### src/rtl/seq_pkg.sv
// ---------------------------------------------------------------------------
// seq_pkg
// Shared types and constants for the fetch/decode/execute/writeback sequencer
// of the 8-bit core.
//   seq_state_t : sequencer FSM state encoding
//   OP_*        : decoder operation codes (OP_ILLEGAL halts the core)
//   OP_W        : width of the operation code presented to the ALU
// ---------------------------------------------------------------------------
package seq_pkg;

   localparam int OP_W = 4;

   typedef enum logic [2:0] {
      IDLE      = 3'd0,
      FETCH     = 3'd1,
      DECODE    = 3'd2,
      EXECUTE   = 3'd3,
      WRITEBACK = 3'd4,
      HALT      = 3'd5
   } seq_state_t;

   localparam logic [OP_W-1:0] OP_MOVF    = 4'd0;
   localparam logic [OP_W-1:0] OP_MOVWF   = 4'd1;
   localparam logic [OP_W-1:0] OP_ADDWF   = 4'd2;
   localparam logic [OP_W-1:0] OP_SUBWF   = 4'd3;
   localparam logic [OP_W-1:0] OP_ANDWF   = 4'd4;
   localparam logic [OP_W-1:0] OP_INCF    = 4'd5;
   localparam logic [OP_W-1:0] OP_DECF    = 4'd6;
   localparam logic [OP_W-1:0] OP_XORWF   = 4'd7;
   localparam logic [OP_W-1:0] OP_ILLEGAL = 4'd8;
   localparam logic [OP_W-1:0] OP_CLR     = 4'd9;
   localparam logic [OP_W-1:0] OP_IORWF   = 4'd10;
   localparam logic [OP_W-1:0] OP_SWAP    = 4'd11;

endpackage

### src/rtl/fetch_sequencer.sv
// ---------------------------------------------------------------------------
// fetch_sequencer
// Multi-cycle controller for the 8-bit core. Fetches one instruction byte per
// instruction over a req/valid handshake, holds it in the instruction register
// feeding the external decoder, strobes the ALU with the decoded operation and
// then issues the W or F register write. Owns the PC; halts on illegal codes.
//
// Ports:
//   clk, rst            clock (rising edge), async active-high reset
//   run                 level: execute / stop at next instruction boundary
//   pm_req, pm_addr     program memory request and address (= pc)
//   pm_valid, pm_data   program memory response
//   inst_reg            instruction register, drives the decoder
//   inst, d             decoder operation code and destination bit
//   alu_op, alu_go      latched operation code and one-cycle ALU start
//   w_we, f_we          W / file register write enables (one cycle)
//   retired             one-cycle pulse per completed instruction
//   halted              sticky illegal-opcode flag (cleared only by rst)
//   pc                  current program counter
// ---------------------------------------------------------------------------
module fetch_sequencer
   import seq_pkg::*;
#(
   parameter int              PC_W     = 8,
   parameter logic [PC_W-1:0] RESET_PC = '0
) (
   input  logic            clk,
   input  logic            rst,
   input  logic            run,
   output logic            pm_req,
   output logic [PC_W-1:0] pm_addr,
   input  logic            pm_valid,
   input  logic [7:0]      pm_data,
   output logic [7:0]      inst_reg,
   input  logic [OP_W-1:0] inst,
   input  logic            d,
   output logic [OP_W-1:0] alu_op,
   output logic            alu_go,
   output logic            w_we,
   output logic            f_we,
   output logic            retired,
   output logic            halted,
   output logic [PC_W-1:0] pc
);

   seq_state_t      state_q, state_d;
   logic [PC_W-1:0] pc_q, pc_d;
   logic [7:0]      inst_reg_q, inst_reg_d;
   logic [OP_W-1:0] alu_op_q, alu_op_d;
   logic            dst_q, dst_d;      // registered copy of d: 1 = F, 0 = W
   logic            pm_req_q, pm_req_d;
   logic            alu_go_q, alu_go_d;
   logic            w_we_q, w_we_d;
   logic            f_we_q, f_we_d;
   logic            retired_q, retired_d;
   logic            halted_q, halted_d;

   always_comb begin
      state_d    = state_q;
      pc_d       = pc_q;
      inst_reg_d = inst_reg_q;
      alu_op_d   = alu_op_q;
      dst_d      = dst_q;

      case (state_q)
         IDLE: begin
            if (run) state_d = FETCH;
         end
         FETCH: begin
            if (pm_valid) begin
               inst_reg_d = pm_data;
               state_d    = DECODE;
            end
         end
         DECODE: begin
            // Decoder has had a full cycle to settle on inst_reg.
            alu_op_d = inst;
            dst_d    = d;
            if (inst == OP_ILLEGAL || inst_reg_q[7:6] != 2'b00)
               state_d = HALT;
            else
               state_d = EXECUTE;
         end
         EXECUTE: begin
            state_d = WRITEBACK;
         end
         WRITEBACK: begin
            pc_d    = pc_q + 1'b1;   // wraps naturally at 2^PC_W
            state_d = run ? FETCH : IDLE;
         end
         HALT: begin
            state_d = HALT;
         end
         default: begin
            state_d = IDLE;
         end
      endcase

      // Outputs are registered from the next state so each one is a clean
      // flop output that is valid for exactly the cycles spent in that state.
      pm_req_d  = (state_d == FETCH);
      alu_go_d  = (state_d == EXECUTE);
      w_we_d    = (state_d == WRITEBACK) && !dst_d;
      f_we_d    = (state_d == WRITEBACK) &&  dst_d;
      retired_d = (state_d == WRITEBACK);
      halted_d  = (state_d == HALT);
   end

   always_ff @(posedge clk or posedge rst) begin
      if (rst) begin
         state_q    <= IDLE;
         pc_q       <= RESET_PC;
         inst_reg_q <= '0;
         alu_op_q   <= '0;
         dst_q      <= 1'b0;
         pm_req_q   <= 1'b0;
         alu_go_q   <= 1'b0;
         w_we_q     <= 1'b0;
         f_we_q     <= 1'b0;
         retired_q  <= 1'b0;
         halted_q   <= 1'b0;
      end else begin
         state_q    <= state_d;
         pc_q       <= pc_d;
         inst_reg_q <= inst_reg_d;
         alu_op_q   <= alu_op_d;
         dst_q      <= dst_d;
         pm_req_q   <= pm_req_d;
         alu_go_q   <= alu_go_d;
         w_we_q     <= w_we_d;
         f_we_q     <= f_we_d;
         retired_q  <= retired_d;
         halted_q   <= halted_d;
      end
   end

   assign pm_req   = pm_req_q;
   assign pm_addr  = pc_q;
   assign inst_reg = inst_reg_q;
   assign alu_op   = alu_op_q;
   assign alu_go   = alu_go_q;
   assign w_we     = w_we_q;
   assign f_we     = f_we_q;
   assign retired  = retired_q;
   assign halted   = halted_q;
   assign pc       = pc_q;

endmodule

### config.mk
export PLATFORM = sky130hd
export DESIGN_NAME = fetch_sequencer
export DESIGN_NICKNAME = d
export VERILOG_FILES = /design/src/rtl/seq_pkg.sv /design/src/rtl/fetch_sequencer.sv
export SDC_FILE = /design/constraint.sdc
export NUM_CORES = 1
export LEC_CHECK = 0
export CAP_MARGIN = 20
export CORE_ASPECT_RATIO = 0.6
export CORE_MARGIN = 2
export CORE_UTILIZATION = 39
export CTS_CLUSTER_SIZE = 8
export DETAILED_ROUTE_END_ITERATION = 12
export PLACE_DENSITY = 0.71
export SLEW_MARGIN = 30
export SYNTH_ARGS = -nofsm -noshare
export SYNTH_HDL_FRONTEND = slang
export SYNTH_SLANG_ARGS = --single-unit
### constraint.sdc
create_clock -name clk -period 1.4 [get_ports clk]
set_input_delay 0.21 -clock clk [delete_from_list [all_inputs] [get_ports clk]]
set_output_delay 0.21 -clock clk [all_outputs]
set_load 0.005 [all_outputs]
# After elaboration in Yosys (flattened, before gate mapping)
# Cells that the tools add are included.
[totals]
output_inout_bits = 34
inputBits = 17
elab_cells = 35
register_bits = 30
[classes]
n_reduce_logical = 7
eq_ne = 10
addsub = 1
muxes = 6
[ops]
columns = ["cell", "n"]
rows = [
  ["$pmux 3 s6", 1],
  ["$eq 3x3->1 const B", 4],
  ["$eq 3x2->1 const B", 3],
  ["$mux 3", 3],
  ["$add 8x1->8 const B", 1],
  ["$eq 3x1->1 const B", 2],
  ["$eq 4x4->1 const B", 1],
  ["$logic_not 3->1", 1],
  ["$logic_and 1x1->1", 2],
  ["$mux 1", 2],
  ["$reduce_and 2->1", 1],
  ["$reduce_bool 2->1", 1],
  ["$logic_not 1->1", 1],
  ["$logic_or 1x1->1", 1],
]

# Depth between registers and ports, before layout
# Gate-level depths: netlist of the first run.
[logic_depth]
ltp_word = 6
ltp_mapped = 5
ltp_nobuf = 4

# Worst setup path before layout of the first run
# No wires, ideal clock.
[synth_timing]
kind = "register to register"
from = "register state_q[1]"
to = "register alu_op_q[0] (netlist: alu_op[0])"
path_buffers = 2
t_arrival_ps = 1222
stages_incl_launch_ff = 6
setup_slack_ps = 53
synth_period_minus_slack_ps = 1347
required_time_ps = 1275
setup_ps = 125
path_cell_list = "dfrtp_1 buf_6 and2b_2 nand2b_1 buf_2 mux2_2"
[synth_via]
elab_chain_cells = 1
[synth_lines]
columns = ["item", "line_no", "source"]
rows = [
  ["start, declared", "fetch_sequencer.sv:46", "seq_state_t state_q, state_d;"],
  ["start signal, assigned", "fetch_sequencer.sv:123", "state_q <= state_d;"],
  ["$eq 3x2->1", "fetch_sequencer.sv:65", "case (state_q)"],
  ["end signal, assigned", "fetch_sequencer.sv:126", "alu_op_q <= alu_op_d;"],
  ["end, declared", "fetch_sequencer.sv:49", "logic [OP_W-1:0] alu_op_q, alu_op_d;"],
]
# Every way passes these cells.
# A chain may end at the register's enable or synchronous reset.

# Worst setup path after layout of the first run
[layout_timing]
from = "register inst_reg_q[6] (netlist: inst_reg[6])"
to = "output inst_reg[6]"
[layout_lines]
columns = ["item", "line_no", "source"]
rows = [
  ["start, declared", "fetch_sequencer.sv:48", "logic [7:0] inst_reg_q, inst_reg_d;"],
  ["start signal, assigned", "fetch_sequencer.sv:125", "inst_reg_q <= inst_reg_d;"],
  ["end, declared", "fetch_sequencer.sv:34", "output logic [7:0] inst_reg,"],
]
# No word-level cell between the ends.

==> out/results.ini, run 1 <==
[drt]
wire_per_inst_um=13.8
first_pass_iters=4
vias=954
via_per_inst=4.59
detail-route-antenna-nets=0
drt_wl_total_um=2870
drtIter0Drc=16
drc_errors=0

[grt]
grt_max_degree=31
grt_pass1_wl_um=4740
track_usage=0.165
gr-total-overflow=0
grt_antenna_before_repair=0
grt_pass1_vias=971

[yosys]
syn_area_sq_um=1320
yosysMostFrequentCell=dfrtp_1
synth_top_area_frac=0.568
synth.distinct_cells=36
ys_async_sr_fraction=1.00
synth_area_leaders=dfrtp_1 57%, mux2_2 11%, buf_4 4.5%, xnor2_1 3.3%, buf_6 1.7%
syn_inst=96
seq_area_frac_synth=0.568
synthXorXnorAreaFrac=0.0521
synth-edff-count=0
synth_nets=114
ys.flop_type=dfrtp_1
ys_seq_elements=30
synth_area_per_cell_sq_um=13.8
synthSimpleGateAreaFrac=0.144
yosysWarnings=0
synth_top_family_by_area=simple AND/OR/NAND/NOR gates
muxShareOfSynthArea=0.130
synthAdderAreaFrac=0.00947
yosysTopAreaCell=dfrtp_1
synth_common_cells=30 x dfrtp_1, 13 x mux2_2, 8 x buf_4, 5 x xnor2_1
synth_compound_area_frac=0.0275

[floorplanning]
io_pins=51
core_area_sq_um=3240
start_util=0.407
rows=16
die-area_sq_um=3880
die_w_um=79.1
die_h_um=49.1

[sta]
relSlewSlack=0.737
setup_viol=0
finalHoldViolations=0
min_period_over_period=0.966
period_needed_ns=1.35
rsz0062_at_grt=false
finClkSkew_ns=0.00269
fmax_mhz=740
tightest_slew_ns=0.389
hold_ws_ns=0.304
slew_viol_final=0
finalSetupTns_ns=0

[worst_hold_path]
hold_path.class=in -> async

[power]
max-vdd-ir-drop_uv=1260
pwr-share-seq=0.368
clkPwrFrac=0.200
internal-power_mw=2.86
power.share.switching=0.284
p_per_area_nw_per_um2=1920
p_leak_nw=1.06
power_frac_comb=0.432
total_power_mw=3.99
switchingPower_mw=1.13

[critical_path]
crit_path_end_kind=primary output
r2r_start=state_q[1]
worstPathCellList=clkdlybuf4s50_1
cp_slowest_cell=clkdlybuf4s50_1
cpPeakStageDelay_ns=0.51
worst-path-buf-inv=1
crit_type=reg -> out
critPathLaunchType=register
r2r_end=inst_reg[7]
cp_data_arrival_time_ns=1.14
rrSetupSlack_ns=0.05
critPathLaunch=inst_reg[6]
worstRegToRegCells=4
crit_end=inst_reg[6]
cp.depth=1
critPathRequiredTime_ns=1.19
cp_top_family=buffers and inverters
worstPathMaxFanout=2

[clock_tree]
cts_buffers=5
cts_sinks=30
clock_latency_ns=0.27
postCtsHoldBufs=0
clk_pin_slew_worst_paths_ns=0.06
cts_tree=yes
htreeDepth=2
max-clock-path-buffers=2
cts_root_buffer=clkbuf_8

[finish]
layout-drive-gt1-share=0.350
nets=180
design_area_sq_um=2080
diodes=0
syn2layout_area_growth_pct=57.4
num-fill-cells=245

[placement]
dpl.hpwl_um=1930
port_buffers=50
routabilityCongestion=0.739
place_area_sq_um=1860

[job]
maxCapViolations=0

[outcome]
status=finished, final reports clean

how the worst min path moves through the flow:
stage	depth (start not counted)	slack, ns	to
after floorplan	1	0.30	alu_go
after global placement	1	0.44	w_we
after detailed placement	1	0.44	w_we
after CTS	3	0.31	inst_reg[3]
after global routing	3	0.33	pc[1]
final	3	0.30	inst_reg[3]
what timing repair did:
item,4_1_cts,5_1_grt
gates resized for setup,7,12
hold endpoints to repair,0,0
gates cloned,0,0
pin swaps,0,1
setup buffers,9,2
setup endpoints to repair,22,24
kinds of logic (layout without fill, tap and decap cells):
kind of cell,count (synthesis),count (layout)
AO/OA/AOI/OAI,5,5
adder cells (fa/ha/maj),1,1
XOR/XNOR,7,7
AND/OR/NAND/NOR,26,26
flip-flops,30,30
multiplexers,15,15
buffers and inverters,12,79
per-layer routing:
layer	track usage	routed length, um	share of wire	vias to the layer above
met5	0	0	0	-
met4	0.0661	40	0.014	0
met3	0.0722	186	0.065	8
met2	0.247	1290	0.45	36
met1	0.210	1350	0.47	453
li1	-	-	-	457
metrics by stage:
stage | util | worst slack, ns | instances
2_1_floorplan | - | 0.0531 | 96
3_3_place_gp | 0.573 | -0.145 | 189
3_5_place_dp | 0.573 | -0.176 | 189
4_1_cts | 0.628 | 0.00308 | 206
5_1_grt | 0.641 | 0.00310 | 208
6_report | 0.641 | 0.0480 | 208
layout by cell type (no fill, tap or decap), types with 3 or more instances in the layout:
cell	instances
nor2_1	3
clkbuf_8	8
mux2_2	13
dlymetal6s2s_1	9
buf_4	19
clkdlybuf4s50_1	37
nand2_1	3
dfrtp_2	4
xnor2_1	5
dfrtp_1	26
dlygate4sd2_1	4
final cells by class:
cell class | count | area [sq um] | share of cell area
flip-flops and latches | 30 | 756 | 0.363
repair buffers | 70 | 672 | 0.323
multi-input cells | 54 | 482 | 0.232
clock buffers | 8 | 110 | 0.0529
well taps | 45 | 56.3 | 0.0271
inverters | 1 | 3.75 | 0.00181
power by group through the flow:
stage	logic [mW]	clock network (mW)	registers, mW
final	1.73	0.797	1.47
after global routing	1.85	0.869	1.52
after CTS	1.70	0.820	1.47
after detailed placement	1.54	0	1.52
after global placement	1.50	0	1.52
after floorplan	0.778	0	1.45
worst reg2reg max path: cells and delay by family, from the launching register on:
kind                   cells  cell delay [ns]
AND/OR/NAND/NOR            1             0.13
buffers and inverters      2             0.31
multiplexers               1             0.34
flip-flops                 1             0.46
Note: power is estimated with default switching activity, not from simulation.
==> inputs of run 2 (changes only) <==
- SETUP_SLACK_MARGIN: not set -> 0.1
==> out/results.ini, run 2 (synthesized netlist as in run 1, its figures left out) <==
[outcome]
status=finished, final reports clean

[critical_path]
r2r_start=state_q[2]
critPathLaunch=state_q[2]
crit_path_end_kind=register
worstPathMaxFanout=8
crit_type=reg -> reg
critPathLaunchType=register
worstRegToRegCells=4
rrSetupSlack_ns=0.1
critPathRequiredTime_ns=1.57
cp_data_arrival_time_ns=1.47
crit_end=inst_reg[7]
r2r_end=inst_reg[7]

[sta]
setup_viol=0
period_needed_ns=1.30
tightest_slew_ns=0.372
finClkSkew_ns=0.00381
hold_ws_ns=0.288
rsz0062_at_grt=true
finalSetupTns_ns=0
finalHoldViolations=0
min_period_over_period=0.931
slew_viol_final=0
relSlewSlack=0.752
setup_ws_ns=0.0960
fmax_mhz=767

[worst_hold_path]
hold_path.class=in -> async

[clock_tree]
htreeDepth=2
cts_root_buffer=clkbuf_8
clk_pin_slew_worst_paths_ns=0.06
max-clock-path-buffers=2
postCtsHoldBufs=0
cts_tree=yes
clock_latency_ns=0.28
cts_buffers=5
cts_sinks=30

[grt]
grt_pass1_vias=1058
grt_max_degree=31
track_usage=0.177
grt_pass1_wl_um=5040
gr-total-overflow=0
grt_antenna_before_repair=0

[floorplanning]
die_w_um=79.1
start_util=0.407
die-area_sq_um=3880
rows=16
core_area_sq_um=3240
die_h_um=49.1
io_pins=51

[finish]
diodes=0
nets=191
syn2layout_area_growth_pct=61.2
layout-drive-gt1-share=0.393
final_cell_mix=29 x dlygate4sd2_1, 28 x buf_4, 25 x dfrtp_1, 16 x clkdlybuf4s50_1
final_common_cell=dlygate4sd2_1

[power]
max-vdd-ir-drop_uv=1010
pwr-share-seq=0.369
power_frac_comb=0.467
clkPwrFrac=0.164
p_leak_nw=1.08
switchingPower_mw=1.15
power.share.switching=0.296
p_per_area_nw_per_um2=1820
internal-power_mw=2.72

[placement]
dp_worst_setup_slack_ns=-0.175
port_buffers=50
dpl.hpwl_um=1980
routabilityCongestion=0.773

[drt]
vias=1002
wire_per_inst_um=13.3
via_per_inst=4.60
detail-route-antenna-nets=0
drt_wl_total_um=2890
drtIter0Drc=76
drc_errors=0
first_pass_iters=4

[job]
maxCapViolations=0

==> run 2: cell count changes in the layout (fill, tap and decap cells not counted), sizes merged <==
cell,change
clkbuf,-1
clkdlybuf4s50,-21
dlygate4sd2,+25
clkdlybuf4s15,+4
dlymetal6s2s,-8
buf,+11
==> run 2: cell type report <==
| class | count | area, sq um |
|---|---|---|
| sequential | 30 | 757 |
| clock buffer | 7 | 76.3 |
| inverter | 1 | 3.75 |
| tap | 45 | 56.3 |
| fill | 242 | 1110 |
| multi-input combinational | 54 | 522 |
| timing repair buffer | 81 | 714 |
==> run 2: what timing repair did <==
action	4_1_cts	5_1_grt
buffers inserted	18	3
pin swaps	1	2
gates resized for setup	43	15
endpoints found under the setup margin	49	26
==> run 2: how the worst min path moves through the flow <==
stage / endpoint / slack, ns / cells after the start
floorplan: alu_go / 0.30 / 1
global placement: w_we / 0.44 / 1
detailed placement: w_we / 0.44 / 1
CTS: pc[1] / 0.30 / 3
global route: pm_req / 0.34 / 3
finish: pc[1] / 0.29 / 3
==> run 2: worst max-delay path, cell delays in order (launching register included) <==
cell      delay (ns)
dfrtp_2         0.44
nand3b_4        0.18
nor2_4          0.10
buf_8           0.14
mux2_2          0.34
==> run 2: power by group through the flow <==
stage	logic [mW]	registers [mW]	clock network, mW
floorplan	0.789	1.45	0
global placement	1.55	1.49	0
finish	1.81	1.43	0.633
CTS	1.73	1.43	0.658
global route	1.97	1.47	0.707
detailed placement	1.59	1.50	0
==> run 2: stage by stage <==
| step | area [sq um] | instances | total power [mW] | utilization |
|---|---|---|---|---|
| floorplan | 1330 | 96 | 2.24 | - |
| global placement | 1870 | 190 | 3.03 | 0.575 |
| detailed placement | 1870 | 190 | 3.09 | 0.575 |
| CTS | 2060 | 215 | 3.81 | 0.636 |
| global route | 2130 | 218 | 4.15 | 0.657 |
| finish | 2130 | 218 | 3.87 | 0.657 |
==> run 2: routing by layer <==
metal  share of wire  GRT usage  up-vias
met5               0          0        -
met3           0.064     0.0870        4
met1            0.44      0.216      492
met4           0.020     0.0690        0
li1                -          -      478
met2            0.48      0.271       28
